## src/rtl/spec_acc_pkg.sv

```systemverilog
// Shared definitions for the FFT power-spectrum accumulation sequencer.
// Latency: n/a (constants only).
// Backpressure: n/a.
package spec_acc_pkg;

    // Default FFT geometry
    localparam int FFT_LEN_DEF = 1024;
    localparam int IDX_W_DEF   = 10;

    // Bit offsets of the run-config fields within the user control register
    localparam int CFG_ACC_NUM_LSB   = 0;
    localparam int CFG_GATE_LAST_LSB = 16;

    // Sequencer state encoding
    localparam logic [2:0] ST_IDLE      = 3'd0;
    localparam logic [2:0] ST_START     = 3'd1;
    localparam logic [2:0] ST_COLLECT   = 3'd2;
    localparam logic [2:0] ST_WAIT_TRIG = 3'd3;
    localparam logic [2:0] ST_DUMP      = 3'd4;

endpackage

```

## src/rtl/spec_bin_counter.sv

```systemverilog
// Bin counter for one FFT frame: counts valid beats, flags the last bin, checks indices.
// Latency: last_beat_o is combinational on the beat; index_err_o is set the cycle after a bad beat.
// Backpressure: none; the counter follows every beat it is given.
module spec_bin_counter #(
    parameter int FFT_LEN = 1024,
    parameter int IDX_W   = 10
) (
    input  logic             clk_i,
    input  logic             rst_i,
    input  logic             clr_i,
    input  logic             beat_i,
    input  logic [IDX_W-1:0] index_i,
    output logic             last_beat_o,
    output logic             index_err_o
);

    logic [IDX_W-1:0] bin_cnt;
    logic             index_err;

    assign last_beat_o = beat_i && (bin_cnt == IDX_W'(FFT_LEN - 1));
    assign index_err_o = index_err;

    // Count beats, wrap at the end of the frame, and latch any index mismatch until the next run
    always_ff @(posedge clk_i or posedge rst_i) begin
        if (rst_i) begin
            bin_cnt   <= '0;
            index_err <= 1'b0;
        end else if (clr_i) begin
            bin_cnt   <= '0;
            index_err <= 1'b0;
        end else if (beat_i) begin
            bin_cnt <= last_beat_o ? '0 : bin_cnt + 1'b1;
            if (index_i != bin_cnt) begin
                index_err <= 1'b1;
            end
        end
    end

endmodule

```

## src/rtl/spec_acc_sched.sv

```systemverilog
// Sequences range-gated FFT frames into the spectral accumulator and hands results to readout.
// Latency: acc_en_o/acc_clear_o/fft_start_o are combinational; done_o pulses the cycle after dump_ack_i.
// Backpressure: waits on frame_ready_i before each frame and holds dump_req_o until dump_ack_i.
module spec_acc_sched
    import spec_acc_pkg::*;
#(
    parameter int FFT_LEN = FFT_LEN_DEF,
    parameter int IDX_W   = IDX_W_DEF,
    parameter int GATE_W  = 4,
    parameter int CNT_W   = 16
) (
    input  logic              clk_i,
    input  logic              rst_i,
    input  logic              trig_i,
    input  logic [CNT_W-1:0]  cfg_acc_num_i,
    input  logic [GATE_W-1:0] cfg_gate_last_i,
    input  logic              frame_ready_i,
    output logic              fft_start_o,
    input  logic              spec_valid_i,
    input  logic [IDX_W-1:0]  spec_index_i,
    output logic              acc_en_o,
    output logic              acc_clear_o,
    output logic [GATE_W-1:0] gate_o,
    output logic              dump_req_o,
    input  logic              dump_ack_i,
    output logic              done_o,
    output logic              busy_o,
    output logic              index_err_o,
    output logic [CNT_W-1:0]  trig_miss_o
);

    logic [2:0]        state;
    logic [CNT_W-1:0]  acc_num;
    logic [GATE_W-1:0] gate_last;
    logic [CNT_W-1:0]  pulse_cnt;
    logic [GATE_W-1:0] gate;
    logic [CNT_W-1:0]  trig_miss;
    logic              done;

    logic run_start;
    logic beat;
    logic last_beat;
    logic trig_missed;

    assign run_start   = (state == ST_IDLE) && trig_i && (cfg_acc_num_i != '0);
    assign beat        = (state == ST_COLLECT) && spec_valid_i;
    // A trigger is only honoured in IDLE (new run) or WAIT_TRIG (next pulse)
    assign trig_missed = trig_i && ((state == ST_START) || (state == ST_COLLECT) || (state == ST_DUMP));

    assign fft_start_o = (state == ST_START) && frame_ready_i;
    assign acc_en_o    = beat;
    assign acc_clear_o = beat && (pulse_cnt == '0);
    assign gate_o      = gate;
    assign dump_req_o  = (state == ST_DUMP);
    assign done_o      = done;
    assign busy_o      = (state != ST_IDLE);
    assign trig_miss_o = trig_miss;

    spec_bin_counter #(
        .FFT_LEN (FFT_LEN),
        .IDX_W   (IDX_W)
    ) u_bin_counter (
        .clk_i       (clk_i),
        .rst_i       (rst_i),
        .clr_i       (run_start),
        .beat_i      (beat),
        .index_i     (spec_index_i),
        .last_beat_o (last_beat),
        .index_err_o (index_err_o)
    );

    // Run sequencing: pulse/gate stepping, dump handshake and the missed-trigger counter
    always_ff @(posedge clk_i or posedge rst_i) begin
        if (rst_i) begin
            state     <= ST_IDLE;
            acc_num   <= '0;
            gate_last <= '0;
            pulse_cnt <= '0;
            gate      <= '0;
            trig_miss <= '0;
            done      <= 1'b0;
        end else begin
            done <= 1'b0;
            if (trig_missed && (trig_miss != {CNT_W{1'b1}})) begin
                trig_miss <= trig_miss + 1'b1;
            end
            case (state)
                ST_IDLE: begin
                    if (run_start) begin
                        acc_num   <= cfg_acc_num_i;
                        gate_last <= cfg_gate_last_i;
                        pulse_cnt <= '0;
                        gate      <= '0;
                        trig_miss <= '0;
                        state     <= ST_START;
                    end
                end
                ST_START: begin
                    if (frame_ready_i) begin
                        state <= ST_COLLECT;
                    end
                end
                ST_COLLECT: begin
                    if (last_beat) begin
                        if (gate != gate_last) begin
                            gate  <= gate + 1'b1;
                            state <= ST_START;
                        end else if (pulse_cnt == acc_num - CNT_W'(1)) begin
                            gate  <= '0;
                            state <= ST_DUMP;
                        end else begin
                            gate      <= '0;
                            pulse_cnt <= pulse_cnt + 1'b1;
                            state     <= ST_WAIT_TRIG;
                        end
                    end
                end
                ST_WAIT_TRIG: begin
                    if (trig_i) begin
                        state <= ST_START;
                    end
                end
                ST_DUMP: begin
                    if (dump_ack_i) begin
                        done  <= 1'b1;
                        state <= ST_IDLE;
                    end
                end
                default: begin
                    state <= ST_IDLE;
                end
            endcase
        end
    end

endmodule

```

## config.mk

```make
export PLATFORM = sky130hd
export DESIGN_NAME = spec_acc_sched
export DESIGN_NICKNAME = d
export VERILOG_FILES = /design/src/rtl/spec_acc_pkg.sv /design/src/rtl/spec_bin_counter.sv /design/src/rtl/spec_acc_sched.sv
export SDC_FILE = /design/constraint.sdc
export NUM_CORES = 1
export LEC_CHECK = 0
export CELL_PAD_IN_SITES_DETAIL_PLACEMENT = 1
export CELL_PAD_IN_SITES_GLOBAL_PLACEMENT = 1
export CORE_UTILIZATION = 45
export DETAILED_ROUTE_END_ITERATION = 8
export DONT_BUFFER_PORTS = 1
export PLACE_DENSITY = 0.86
export SLEW_MARGIN = 10
export SYNTH_ARGS = -nofsm -noshare
export SYNTH_HDL_FRONTEND = slang
export SYNTH_SLANG_ARGS = --single-unit
```

## constraint.sdc

```tcl
create_clock -name clk_i -period 4.1 [get_ports clk_i]
set_clock_uncertainty 0.15 [all_clocks]
set_input_delay 0.82 -clock clk_i [delete_from_list [all_inputs] [get_ports clk_i]]
set_output_delay 0.82 -clock clk_i [all_outputs]
set_load 0.005 [all_outputs]
```

* After elaboration in Yosys (flattened, before gate mapping)
Index checks and enable logic that the tools add are counted.
** Word-level totals
- Register bits after elaboration :: 71
- Input bits :: 36
- Output and inout port bits :: 27
** Operators by class
- $add $sub $neg :: 5
- Eq/ne operators :: 16
- Multiplexer cells :: 28
- Reduce and logical (&&, ||, !) cells :: 22
** Operators by type and width (count)
- 16-bit two-way mux :: 7
- 16-bit by 1-bit adder with 16-bit output, second input constant :: 2
- 16-bit case mux with 2 select lines :: 1
- 10-bit two-way mux :: 3
- 3-bit two-way mux :: 7
- 16-bit == test :: 1
- 16-bit logical NOT :: 1
- 16-bit != test, second input constant :: 1
- 16-bit nonzero test :: 1
- 16-bit by 1-bit subtractor with 16-bit output, second input constant :: 1
- 3-bit case mux with 5 select lines :: 1
- 4-bit two-way mux :: 3
- 10-bit by 1-bit adder with 10-bit output, second input constant :: 1
- 10-bit == test, second input constant :: 1
- 10-bit != test :: 1
- 2-bit != test, second input constant :: 5
- 5-bit AND reduction :: 2
- 1-bit logical AND :: 8
- 4-bit case mux with 2 select lines :: 1
- 3-bit by 2-bit == test with 1-bit output, second input constant :: 2
- 2-bit nonzero test :: 3
- 1-bit two-way mux :: 5
- 4-bit by 1-bit adder with 4-bit output, second input constant :: 1
- 2-bit by 1-bit != test with 1-bit output, second input constant :: 2
- 8 further kinds :: 10

* Longest topological paths before layout
Gate-level depths: netlist of run 1.
- Depth in word-level cells :: 8
- Gate-level depth with buffers :: 11
- Mapped depth without buffers :: 10

* Hierarchy
From an unflattened synthesis of run 1, not the netlist that was laid out.
** Unflattened totals
- Cell total of the unflattened synthesis :: 511
- Area total of the unflattened synthesis :: 4409.2 µm²
** Modules (own cells, without submodules)
- spec_acc_sched :: instances 1, cells an instance 434, area each 3707.3 µm², seq. area each 1501.4 µm²
- spec_bin_counter :: instances 1, cells an instance 77, area each 701.9 µm², seq. area each 275.3 µm²

* Least setup slack after synthesis of run 1
Ideal clock, no wire load.
- Kind :: register to register
- Start :: reg acc_num[3]
- End :: reg pulse_cnt[0]
- Arrival :: 2.966 ns
- Data required time :: 3.827 ns
- Path slack :: 0.862 ns
- Stages on the path, launching flop included :: 11
- Buffers on the path :: 2
- Cells stage by stage :: dfrtp_1 > buf_6 > or4_4 > or3_4 > or4_1 > a2111oi_0 > and4b_2 > buf_6 > nor2_4 > and2_4 > mux2i_1
** On the way
- Word-level cells in the longest chain between the ends :: 4
** RTL lines
- start, declared :: line spec_acc_sched.sv:33 : logic [CNT_W-1:0] acc_num;
- start signal, assigned :: line spec_acc_sched.sv:90 : acc_num <= cfg_acc_num_i;
- 16-bit by 1-bit subtractor with 16-bit output :: line spec_acc_sched.sv:108 : end else if (pulse_cnt == acc_num - CNT_W'(1)) begin
- 16-bit == test :: line spec_acc_sched.sv:108
- 2-bit != test (no line)
- 5-bit AND reduction (no line)
- end signal, assigned :: line spec_acc_sched.sv:113 : pulse_cnt <= pulse_cnt + 1'b1;
- end, declared :: line spec_acc_sched.sv:35 : logic [CNT_W-1:0] pulse_cnt;
No other way between the ends.
A chain may end at the register's enable or synchronous reset.

* Worst setup path after layout of run 1
- Start :: reg acc_num[3]
- End :: reg pulse_cnt[9]
The elaborated chain is that of the path after synthesis.

==> flow_summary.json, run 1 <==
{
  "status": "completed",
  "drt-wirelength-per-cell_um": 18.9,
  "viasPerCell": 6.05,
  "syn_inst": 490,
  "ys.flop_type": "dfrtp_1",
  "cts.sinks": 71,
  "cts-root-buf": "clkbuf_8",
  "antenna_cells": 0,
  "clock_latency_ns": 0.36,
  "ys_ff_latch": 71,
  "postCtsSetupBuffers": 0,
  "post-place-ws_ns": 0.471,
  "grt.total_usage_pct": 25.0,
  "grt_pass1_wl_um": 19200,
  "drc": 0,
  "clock.fmax_mhz": 270,
  "cp-end-kind": "flop",
  "htreeDepth": 3,
  "drt_wl_total_um": 11400,
  "post_cts_resize_count": 0,
  "min_period_ns": 3.71,
  "synthTopCellsByArea": "dfrtp_1, nand2_1, xor2_1",
  "hold_class": "in2async",
  "cts_tree": "done",
  "cp_max_fo": 13,
  "initial_core_util_pct": 46.3,
  "chipWidth_um": 99.3,
  "hold_buffers": 0,
  "pin_count": 63,
  "fin_util_pct": 49.2,
  "rsz0062_at_grt": "false",
  "syn-mean-instance-area_um2": 8.70,
  "r2r-start": "acc_num[3]",
  "gp_congestion": 0.887,
  "criticalPathCategory": "reg2reg",
  "die_area_um2": 9860,
  "final_nets": 527,
  "r2r_slack_ns": 0.39,
  "cp.arrival_ns": 3.80,
  "grt.busiest_layer": "met2",
  "reg2reg_depth": 8,
  "powerDensity_nw_per_um2": 552,
  "p_total_mw": 2.50,
  "drive_gt1_share_pct": 6.73,
  "timing.final.crit_share_pct": 90.5,
  "synth.distinct_cells": 58,
  "grt_max_degree": 36,
  "yosysTopAreaCell": "dfrtp_1",
  "cts_buffer_depth": 2,
  "synth_area_um2": 4260,
  "first_global_vias": 3818,
  "numCtsBuffers": 9,
  "whs_ns": 0.194,
  "drt_iter0_drc": 204,
  "antenna_found_initial": 0,
  "drtPass1Iterations": 4,
  "synth_top_area_share_pct": 41.7,
  "num_vias": 3634,
  "r2r-end": "pulse_cnt[9]",
  "yosysSeqAreaShare_pct": 41.7,
  "setup_slack_ns": 0.390,
  "async_reset_ff_share_pct": 100,
  "hold_viol_final": 0,
  "place_hpwl_um": 8260,
  "vdd_drop_max_uv": 194,
  "critPathRequiredTime_ns": 4.20,
  "cts.clk_slew.worst_paths_ns": 0.08,
  "portBuffers": 0,
  "worst-slew-pin-transition_ns": 0.890,
  "p_leak_nw": 2.04,
  "cap_viol_max_count": 0,
  "grtUsageMet3_pct": 6.11,
  "rows": 35,
  "synth-edff-count": 0,
  "met1_usage_pct": 30.7,
  "die_h_um": 99.3,
  "slew_headroom_pct": 40.6,
  "grt_overflow_total": 0,
  "drv_slew": 0,
  "final-setup-viol-count": 0,
  "coreArea_um2": 9200,
  "synth_nets": 532,
  "critPathLaunchType": "flop",
  "grt_use_met2_pct": 42.7,
  "area_growth_pct": 6.17,
  "ant_nets": 0,
  "yosysWarnings": 0,
  "finalSetupTns_ns": 0
}
[worst max path at each step]
| stage | startpoint | end | cells past startpoint |
|---|---|---|---|
| 2_1_floorplan | acc_num[3] | pulse_cnt[0] | 10 |
| 3_3_place_gp | acc_num[3] | pulse_cnt[9] | 8 |
| 3_5_place_dp | acc_num[3] | pulse_cnt[9] | 8 |
| 4_1_cts | acc_num[3] | pulse_cnt[9] | 8 |
| 5_1_grt | acc_num[3] | pulse_cnt[9] | 8 |
| 6_report | acc_num[3] | pulse_cnt[9] | 8 |
[layout by cell type, fill, tap and decap left out, drive strengths merged, types with 13 or more instances in the layout]
cell type  instances
dfrtp             71
nand3             18
o21ai             26
clkbuf            13
nand2             89
nor2              47
xor2              32
xnor2             21
nor4              22
[cell families after synthesis]
family,Yosys count,share of synthesized area [%]
AND/OR/NAND/NOR,253,29.7
AO/OA/AOI/OAI,64,9.95
adder cells (fa/ha/maj),6,1.76
flip-flops,71,41.7
buffers and inverters,35,3.46
multiplexers,6,1.44
XOR/XNOR,55,12.0
[Yosys cell counts (2+ instances only)]
library cell / count
or3b_2: 2
clkbuf_1: 16
a21oi_1: 5
or4_1: 2
and4_1: 2
nand2b_1: 11
xnor2_1: 21
a31oi_1: 4
nand4b_1: 2
o21ai_0: 26
nor2b_1: 6
buf_6: 2
o32ai_1: 2
inv_1: 12
a22o_1: 2
nand3_1: 18
nor3b_1: 2
and3_1: 11
mux2i_1: 5
nor4_1: 22
or3_1: 8
nand2_1: 89
nor2_1: 46
buf_1: 3
and3b_1: 2
o31a_1: 3
a211oi_1: 2
and2_1: 5
dfrtp_1: 71
o41ai_1: 2
nand4_1: 12
nor3_1: 6
a31o_2: 2
xor2_1: 32
o31ai_1: 6
ha_1: 6
[state kept, by name (all words and copies together) (netlist names)]
signal,flops
acc_num,16
trig_miss_o,16
u_bin_counter.index_err_o,1
gate_last,4
done_o,1
u_bin_counter.bin_cnt,10
gate_o,4
state,3
pulse_cnt,16
[report_power, final]
part	leakage, nW	switching (mW)	internal [mW]
Combinational	0.998	0.535	0.371
Clock	0.0894	0.271	0.251
Sequential	0.951	0.233	0.839
Total	2.04	1.04	1.46
[critical path: stages (launching register included)]
cell and delay (ns):
dfrtp_1 0.47, or4_4 0.59, or3_4 0.41, or4_1 0.50
a2111oi_0 0.43, and4b_2 0.50, nand2b_1 0.26, o311ai_0 0.17
o41ai_1 0.12
[layout make-up]
| cell class | count | area [µm²] |
|---|---|---|
| clock inverters | 3 | 17.5 |
| inverters | 13 | 48.8 |
| multi-input cells | 384 | 2340 |
| clock buffers | 13 | 159 |
| well taps | 111 | 139 |
| repair buffers | 6 | 45.0 |
| flip-flops and latches | 71 | 1780 |
| fillers | 1105 | 4670 |
[per-layer routing]
layer | routed length, µm | vias up | share of wire, %
li1 | - | 1701 | -
met1 | 4800 | 1845 | 42
met2 | 5810 | 72 | 51
met3 | 500 | 16 | 4.4
met4 | 250 | 0 | 2.2
met5 | 0 | - | 0
[through the flow]
stage                     area (µm²)  instances
after floorplan                 4260        490
after global placement          4350        585
after detailed placement        4350        585
after CTS                       4520        601
after global routing            4520        601
final                           4520        601
Power figures use the tool's default switching activity.
==> run 2: changes to the inputs <==
Settings changed: CAP_MARGIN from default to 25.
==> results of run 2 <==
Final layout, timing and power as in run 1 (identical DEF).
